==> config.mk <==
export PLATFORM = sky130hd
export DESIGN_NAME = rx_deframer
export DESIGN_NICKNAME = d
export VERILOG_FILES = /design/src/rtl/rx_deframer_pkg.sv /design/src/rtl/crc8_update.sv /design/src/rtl/rx_deframer.sv
export SDC_FILE = /design/constraint.sdc
export NUM_CORES = 1
export LEC_CHECK = 0
export ABC_AREA = 1
export CAP_MARGIN = 30
export CORE_ASPECT_RATIO = 1.25
export CORE_MARGIN = 2
export CORE_UTILIZATION = 50
export CTS_CLUSTER_SIZE = 8
export DETAILED_ROUTE_END_ITERATION = 16
export HOLD_SLACK_MARGIN = 0.12
export PLACE_DENSITY = 0.82
export SLEW_MARGIN = 10
export SYNTH_ARGS = -nofsm -noshare
export SYNTH_HDL_FRONTEND = slang
export SYNTH_SLANG_ARGS = --single-unit
==> constraint.sdc <==
create_clock -name clk -period 3.75 [get_ports clk]
set_input_delay 0.375 -clock clk [delete_from_list [all_inputs] [get_ports clk]]
set_output_delay 0.375 -clock clk [all_outputs]
set_load 0.005 [all_outputs]
==> src/rtl/rx_deframer_pkg.sv <==
// rx_deframer shared constants: K codes, payload type tags,
// error causes, CRC polynomial and FSM state encoding.
package rx_deframer_pkg;

  localparam logic [7:0] K_SOF    = 8'hFB;
  localparam logic [7:0] K_EOF    = 8'hFD;
  localparam logic [7:0] K_IDLE   = 8'hBC;
  localparam logic [7:0] CRC_POLY = 8'h07;

  typedef enum logic [1:0] {
    T_MID    = 2'b00,
    T_FIRST  = 2'b01,
    T_LAST   = 2'b10,
    T_SINGLE = 2'b11
  } type_e;

  typedef enum logic [2:0] {
    ERR_NONE  = 3'd0,
    ERR_CRC   = 3'd1,
    ERR_K     = 3'd2,
    ERR_SOF   = 3'd3,
    ERR_LEN   = 3'd4,
    ERR_EMPTY = 3'd5,
    ERR_ALIGN = 3'd6
  } err_e;

  typedef enum logic [1:0] {
    S_IDLE,
    S_HUNT,
    S_DRAIN
  } state_e;

endpackage

==> src/rtl/crc8_update.sv <==
// Combinational CRC-8 step (poly 0x07, MSB first).
// Ports: crc = running value, data = byte, crc_next = result.
module crc8_update
  import rx_deframer_pkg::*;
(
  input  logic [7:0] crc,
  input  logic [7:0] data,
  output logic [7:0] crc_next
);

  always_comb begin
    crc_next = crc ^ data;
    for (int i = 0; i < 8; i++) begin
      if (crc_next[7]) begin
        crc_next = {crc_next[6:0], 1'b0} ^ CRC_POLY;
      end else begin
        crc_next = {crc_next[6:0], 1'b0};
      end
    end
  end

endmodule

==> src/rtl/rx_deframer.sv <==
// Receive deframer: strips SOF/CRC/EOF, tags payload bytes,
// checks CRC-8 and keeps good/bad frame counters.
// Ports: clk/rst, rx_aligned/rx_valid/rx_data/rx_k in;
// out_valid/out_data/out_type, frame_ok/frame_err/err_code,
// frame_count (wraps), err_count (saturates) out.
module rx_deframer
  import rx_deframer_pkg::*;
#(
  parameter int MAX_LEN = 64,
  parameter int CNT_W   = 16
) (
  input  logic             clk,
  input  logic             rst,
  input  logic             rx_aligned,
  input  logic             rx_valid,
  input  logic [7:0]       rx_data,
  input  logic             rx_k,
  output logic             out_valid,
  output logic [7:0]       out_data,
  output logic [1:0]       out_type,
  output logic             frame_ok,
  output logic             frame_err,
  output logic [2:0]       err_code,
  output logic [CNT_W-1:0] frame_count,
  output logic [CNT_W-1:0] err_count
);

  // cnt tracks non-K bytes taken in this frame (payload + CRC)
  localparam int LW = $clog2(MAX_LEN + 3);
  localparam logic [LW-1:0] LEN_LIM = LW'(MAX_LEN + 1);
  localparam logic [LW-1:0] TWO     = LW'(2);

  state_e           state, state_d;
  logic [7:0]       h1, h1_d;
  logic [7:0]       h2, h2_d;
  logic [7:0]       crc, crc_d, crc_h2;
  logic [LW-1:0]    cnt, cnt_d;
  logic             emitted, emitted_d;
  logic             ov_d;
  logic [7:0]       od_d;
  logic [1:0]       ot_d;
  logic             ok_d;
  logic             fe_d;
  logic [2:0]       ec_d;
  logic [CNT_W-1:0] fc_d;
  logic [CNT_W-1:0] erc_d;
  logic             is_sof;
  logic             is_eof;

  assign is_sof = rx_k && (rx_data == K_SOF);
  assign is_eof = rx_k && (rx_data == K_EOF);

  crc8_update u_crc (
    .crc      (crc),
    .data     (h2),
    .crc_next (crc_h2)
  );

  always_ff @(posedge clk or posedge rst) begin
    if (rst) begin
      state       <= S_IDLE;
      h1          <= '0;
      h2          <= '0;
      crc         <= '0;
      cnt         <= '0;
      emitted     <= 1'b0;
      out_valid   <= 1'b0;
      out_data    <= '0;
      out_type    <= '0;
      frame_ok    <= 1'b0;
      frame_err   <= 1'b0;
      err_code    <= '0;
      frame_count <= '0;
      err_count   <= '0;
    end else begin
      state       <= state_d;
      h1          <= h1_d;
      h2          <= h2_d;
      crc         <= crc_d;
      cnt         <= cnt_d;
      emitted     <= emitted_d;
      out_valid   <= ov_d;
      out_data    <= od_d;
      out_type    <= ot_d;
      frame_ok    <= ok_d;
      frame_err   <= fe_d;
      err_code    <= ec_d;
      frame_count <= fc_d;
      err_count   <= erc_d;
    end
  end

  always_comb begin
    state_d   = state;
    h1_d      = h1;
    h2_d      = h2;
    crc_d     = crc;
    cnt_d     = cnt;
    emitted_d = emitted;
    ov_d      = 1'b0;
    od_d      = '0;
    ot_d      = '0;
    ok_d      = 1'b0;
    fe_d      = 1'b0;
    ec_d      = ERR_NONE;

    if (rx_valid) begin
      unique case (state)
        S_IDLE, S_DRAIN: begin
          state_d = S_IDLE;
          if (rx_aligned && is_sof) begin
            state_d   = S_HUNT;
            h1_d      = '0;
            h2_d      = '0;
            crc_d     = '0;
            cnt_d     = '0;
            emitted_d = 1'b0;
          end
        end
        S_HUNT: begin
          if (!rx_aligned) begin
            state_d = S_IDLE;
            fe_d    = 1'b1;
            ec_d    = ERR_ALIGN;
          end else if (is_sof) begin
            // restart: the new SOF opens a fresh frame
            fe_d      = 1'b1;
            ec_d      = ERR_SOF;
            h1_d      = '0;
            h2_d      = '0;
            crc_d     = '0;
            cnt_d     = '0;
            emitted_d = 1'b0;
          end else if (is_eof) begin
            state_d = S_DRAIN;
            if (cnt < TWO) begin
              fe_d = 1'b1;
              ec_d = ERR_EMPTY;
            end else begin
              // h2 is the last payload byte, h1 the CRC
              ov_d = 1'b1;
              od_d = h2;
              ot_d = emitted ? T_LAST : T_SINGLE;
              if (crc_h2 == h1) begin
                ok_d = 1'b1;
              end else begin
                fe_d = 1'b1;
                ec_d = ERR_CRC;
              end
            end
          end else if (rx_k) begin
            state_d = S_IDLE;
            fe_d    = 1'b1;
            ec_d    = ERR_K;
          end else if (cnt == LEN_LIM) begin
            state_d = S_IDLE;
            fe_d    = 1'b1;
            ec_d    = ERR_LEN;
          end else begin
            h1_d  = rx_data;
            h2_d  = h1;
            cnt_d = cnt + 1'b1;
            if (cnt >= TWO) begin
              ov_d      = 1'b1;
              od_d      = h2;
              ot_d      = emitted ? T_MID : T_FIRST;
              emitted_d = 1'b1;
              crc_d     = crc_h2;
            end
          end
        end
        default: state_d = S_IDLE;
      endcase
    end

    fc_d = frame_count;
    if (ok_d) begin
      fc_d = frame_count + 1'b1;
    end
    erc_d = err_count;
    if (fe_d && (err_count != {CNT_W{1'b1}})) begin
      erc_d = err_count + 1'b1;
    end
  end

endmodule

==> metrics.csv, run 1 <==
metric;value;unit
n_diodes;0;
Antenna Nets Post-Route;0;
CTS H-tree lvls;3;
mux contribution to synthesized area;0;%
combinational power share;9.9;%
max-cap viol count;0;
IO Port Bufs;60;
post-route minimum period;2.53;ns
initial core utilization;51.2;%
wire per inst;13.6;um
grt ovf;0;
status;complete, no violations;
clock root buffer;clkbuf_8;
GRT Resource Usage Total;23.1;%
Power Dens Cells;302;mW/mm2
hold buffers post-CTS;0;
Setup Buffers After CTS;0;
switching pwr;402;uW
Total Routed Length;10300;um
final setup violation count;0;
TNS Setup;0;ns
Worst Skew;0.00914;ns
Pleak;2.64;nW
Worst-Margin Slew;0.812;ns
pre-CTS setup slack;0.922;ns
Unique masters post-synth;31;
RSZ-0062 raised after global routing;no;
worst r2r path cells;9;
largest net degree at the start of global routing;48;
crit path kind;reg -> reg;
vias in the first global route;3954;
Final HPWL DP;7770;um
total CTS buffers;9;
Post-route DRC;0;
clock transition at the registers of the reported paths;0.08;ns
Setup crit end kind;flip-flop;
post-synthesis xor/xnor area fraction;6.10;%
die area;0.00963;mm2
CP max FO;17;
Hold WC Path Type;reg -> reg;
Switching Share;25.1;%
DR vias;4061;
Fin. Hold Viols;0;
num ports;61;
Crit path required time;4.04;ns
most frequent cell after synthesis;nand2_1;
largest family of logic cells by synthesized area;simple AND/OR/NAND/NOR gates;
Slew headroom;45.9;%
routed length on met1;4340;um
Slew Viols, Final;0;
layout cell share with drive strength beyond 1;6.00;%
later-pin clock latency in the skew report;0.35;ns
drt pass-1 iters;5;
worst setup margin;1.22;ns
ys async rst share;100;%
first-pass GRT wire length;17500;um
Peak VDD IR;175;uV
1st-iter DRT viols;212;
flip-flop and latch count after synthesis;82;
crit path launch type;flip-flop;
Compound-Gate Fraction of Synth Area;5.59;%
Post-synth EDFFs;0;
die span in y;109;um
share of the synthesized area in the top cell type;46.3;%
WL met2;5150;um
vias per cell;5.39;
Synth area leader;dfrtp_1;
Critical Path AT;2.83;ns
# resized after CTS;0;
mean post-synth cell area;7.82;um2
metal3 WL;503;um
DR top layer;met4;
Routability Congestion;0.919;
CTS Sinks;82;
Clock power frac;33.7;%
syn nets;584;
placement row count;38;
initial antenna violation count;0;
flop-to-flop setup slack;1.22;ns
die width;88.2;um
Synthesis Warnings;0;
ys flop type;dfrtp_1;
top post-synthesis cells by area;dfrtp_1 (46%), nand2_1 (14%), nand3_1 (5.8%);
clock buffer depth;2;
WHS Path Cells;1;
Area Growth Syn to Fin;19.8;%
final period utilization;67.6;%
Mapped Cells;566;
Pint;1.20;mW
cell area after synthesis;0.00443;mm2
Core Area;0.00865;mm2
Fmax;0.395;GHz
sequential cell fraction of total power;56.4;%
sequential area share after synthesis;46.3;%
Synth top cells by count;nand2_1 (167), dfrtp_1 (82), inv_1 (62);
Synth Area in Simple Gates;33.4;%
adder-cell share of the synthesized area;1.41;%
layout net count;648;
TritonCTS clock tree;done;
state kept, by name, summed over array words and instances, names as in the netlist:
signal       cells
state            2
h2               8
h1               8
frame_ok         1
cnt              7
crc              8
frame_err        1
err_code         3
frame_count     16
out_data         8
out_type         2
emitted          1
err_count       16
out_valid        1
critical path, stage by stage, from the launching register on:
cell and delay (ns):
dfrtp_1 0.41, ha_1 0.24, nand3_1 0.15, nor2_1 0.19, nand2_1 0.11, nor2_1 0.09, nand4_1 0.61, nand3_4 0.50
nand2_1 0.10, nand2_1 0.07
final timing paths:
check | start | end
min in group asynchronous | rst | frame_err
min reg2reg | emitted | out_type[0]
max reg2reg | err_count[0] | err_count[12]
max | err_count[0] | err_count[12]
max in group asynchronous | rst | err_count[4]
min | emitted | out_type[0]
final cells by class:
cell class | count | area [um2]
sequential | 82 | 2050
clock buffer | 14 | 153
multi-input combinational | 404 | 2060
fill | 771 | 3350
tap | 120 | 150
timing repair buffer | 63 | 623
inverter | 70 | 264
per-stage QoR:
stage / hold slack [ns] / util, % / cells / total power, mW / cell area, um2
final: 0.438 / 61.3 / 753 / 1.60 / 5310
after global routing: 0.470 / 61.3 / 753 / 1.68 / 5310
after CTS: 0.453 / 61.3 / 753 / 1.62 / 5310
after detailed placement: 0.434 / 59.6 / 739 / 1.08 / 5150
after global placement: 0.420 / 59.6 / 739 / 1.07 / 5150
after floorplan: 0.403 / - / 566 / 1.03 / 4430
metal layers:
| metal | vias to the layer above | global-route usage (%) |
|---|---|---|
| met3 | 26 | 3.94 |
| met2 | 129 | 39.9 |
| met4 | 0 | 11.6 |
| met1 | 1915 | 27.5 |
| li1 | 1991 | - |
| met5 | - | 0 |
cells by family after synthesis:
kind of cell,after synthesis
simple gates,326
flops,82
buf+inv,80
compound gates,43
xor+xnor,30
fa+ha+maj,5
layout by cell type, fill, tap and decap left out, types with 3 or more instances in the layout:
master / instances
o21ai_0: 14
nor4_1: 5
dfrtp_1: 82
clkbuf_1: 4
buf_4: 3
nor2_1: 45
clkbuf_8: 10
nor3_1: 6
xor2_1: 20
a21oi_1: 4
nand2_2: 6
ha_1: 5
nand2_1: 167
xnor2_1: 9
inv_1: 61
clkdlybuf4s50_1: 60
o22ai_1: 19
nand4_1: 36
nand3_1: 51
inv_2: 7
power groups by stage:
stage                     sequential [mW]  clock (mW)  combinational, mW
after floorplan                     0.919           0              0.112
final                               0.904       0.541              0.159
after detailed placement            0.921           0              0.158
after global placement              0.920           0              0.154
after CTS                           0.904       0.553              0.159
after global routing                0.905       0.588              0.182
Note: power is estimated with default switching activity, not from simulation.
==> run 2: changes to the inputs <==
==> constraint.sdc (replaced) <==
create_clock -name clk -period 2.5 [get_ports clk]
set_input_delay 0.25 -clock clk [delete_from_list [all_inputs] [get_ports clk]]
set_output_delay 0.25 -clock clk [all_outputs]
set_load 0.005 [all_outputs]
==> run 2 against run 1 <==
Against the previous run: cell area rose by 3.6%; utilization rose by 2.2 points; flip-flop and latch count unchanged; non-clock buffer count up 11; combinational power increased by 55%; register-to-register slack worse by 1.0 ns; highest routed layer unchanged; count of clock-buffer cells in the layout down 5; setup slack worse by 1.0 ns; clock power rose by 83%; power rose by 62%; final cell count rose by 1.7%; hold slack got worse by 0.22 ns.
==> metrics.csv, run 2 (synthesized netlist as in run 1, its figures left out) <==
metric;value;unit
Worst-Margin Slew;0.521;ns
DR vias;4102;
Setup crit end kind;flip-flop;
initial antenna violation count;0;
total CTS buffers;9;
IO Port Bufs;60;
crit path launch type;flip-flop;
Placed Instances;749;
Routability Congestion;0.915;
initial core utilization;51.2;%
Pleak;2.73;nW
clock root buffer;clkbuf_8;
layout net count;659;
Fin. Hold Viols;0;
RSZ-0062 raised after global routing;no;
hold buffers post-CTS;0;
crit path kind;reg -> reg;
wire per inst;13.9;um
vias per cell;5.36;
num ports;61;
Post-route DRC;0;
Area Growth Syn to Fin;24.1;%
grt ovf;0;
commonest cells after routing, fill and taps aside;nand2_1 (166), dfrtp_1 (82), inv_1 (61);
CTS H-tree lvls;3;
Critical Path AT;2.56;ns
post-route minimum period;2.30;ns
most common cell after layout, fill and taps aside;nand2_1;
largest registers;err_count: 16 flops, frame_count: 16 flops;
1st-iter DRT viols;211;
later-pin clock latency in the skew report;0.37;ns
most frequent CP cell;nand2_1;
CTS Sinks;82;
Power Dens Cells;472;mW/mm2
GRT Resource Usage Total;23.4;%
clock transition at the registers of the reported paths;0.09;ns
worst hold slack;0.216;ns
final period utilization;92.0;%
die width;88.2;um
Fmax;0.435;GHz
clock buffer depth;2;
CP max FO;6;
final setup violation count;0;
max-cap viol count;0;
Crit path required time;2.76;ns
Worst Skew;0.0130;ns
TritonCTS clock tree;done;
Core Area;0.00865;mm2
CP Cell Sequence;inv_2 > nand2_1 > nand2_2 > nand2_1 > nand3_1 > nand2_2 > nand2_1 > nand2_1 > nand2_1 > nand3_2 > nor2_4 > nand4_1 > nor2_4 > nand3_1 > nand2_1 > nand2_1;
crit-path max cell delay;0.42;ns
Final HPWL DP;7880;um
Hold WC Path Type;in -> async;
largest net degree at the start of global routing;30;
Slew Viols, Final;0;
die area;0.00963;mm2
placement row count;38;
Antenna Nets Post-Route;0;
fillcell total;767;
drt pass-1 iters;5;
n_diodes;0;
layout cell share with drive strength beyond 1;9.13;%
Total Routed Length;10700;um
vias in the first global route;3931;
status;complete, no violations;
die span in y;109;um
first-pass GRT wire length;17700;um
post-route insts no fill;766;
Slew headroom;65.2;%
Peak VDD IR;308;uV
Slowest-stage cell, CP;dfrtp_1;
-- run 2: cell types whose count changed in the layout (fill, tap and decap cells not counted), moves of 2 or more --
cell / previous run / this run
buf_4: 3 / 12
inv_6: 0 / 2
nor2_4: 2 / 4
clkbuf_1: 4 / 0
clkinv_4: 0 / 2
-- run 2: repair_timing --
action / 4_1_cts / 5_1_grt
buffers inserted: 0 / 1
endpoints found under the setup margin: 0 / 31
hold endpoints to repair: 0 / 0
resized for setup: 0 / 9
-- run 2: through the flow --
stage | area, um2 | setup slack, ns | TNS (ns) | power, mW | util [%]
detailed placement | 5240 | -0.171 | -2.43 | 1.62 | 60.6
global route | 5500 | 0.00368 | 0 | 2.69 | 63.5
floorplan | 4430 | 0.142 | 0 | 1.55 | -
global placement | 5240 | -0.0351 | -0.0438 | 1.61 | 60.6
CTS | 5440 | 0.173 | 0 | 2.60 | 62.9
finish | 5500 | 0.201 | 0 | 2.60 | 63.5
-- run 2: final timing paths --
check	startpoint	endpoint	slack, ns	depth (start not counted)
max in group asynchronous	rst	err_count[14]	1.69	3
worst max-delay path	h2[7]	frame_count[14]	0.20	16
min in group clk	emitted	out_type[0]	0.46	1
worst min-delay path	rst	out_valid	0.22	2
worst min register to register	emitted	out_type[0]	0.46	1
worst max register to register	h2[7]	frame_count[14]	0.20	16
-- run 2: layout make-up --
cell class	instances	area [um2]	share of cell area, %
flip-flops and latches	82	2050	37.3
clock buffers	9	124	2.25
well taps	120	150	2.73
repair buffers	74	722	13.1
clock inverters	7	77.6	1.41
multi-input cells	404	2110	38.3
inverters	70	264	4.80
-- run 2: worst max-delay path, delay by kind of cell, from the launching register on --
family	cells	cell delay [ns]
buf+inv	1	0.09
simple gates	15	1.67
flops	1	0.42
-- run 2: report_power, final --
part           internal [mW]  switching (mW)
clock network          0.470           0.522
registers               1.34          0.0144
logic                 0.0868           0.160
total                   1.90           0.697
-- run 2: metal layers --
layer  part of all wire (%)  GRT usage [%]  wire [um]  vias up
li1                       -              -          -     2001
met1                     42           29.3       4500     1966
met2                     51           39.8       5410      116
met3                    4.6           3.48        492       19
met4                    2.4           10.4        252        0
met5                      0              0          0        -
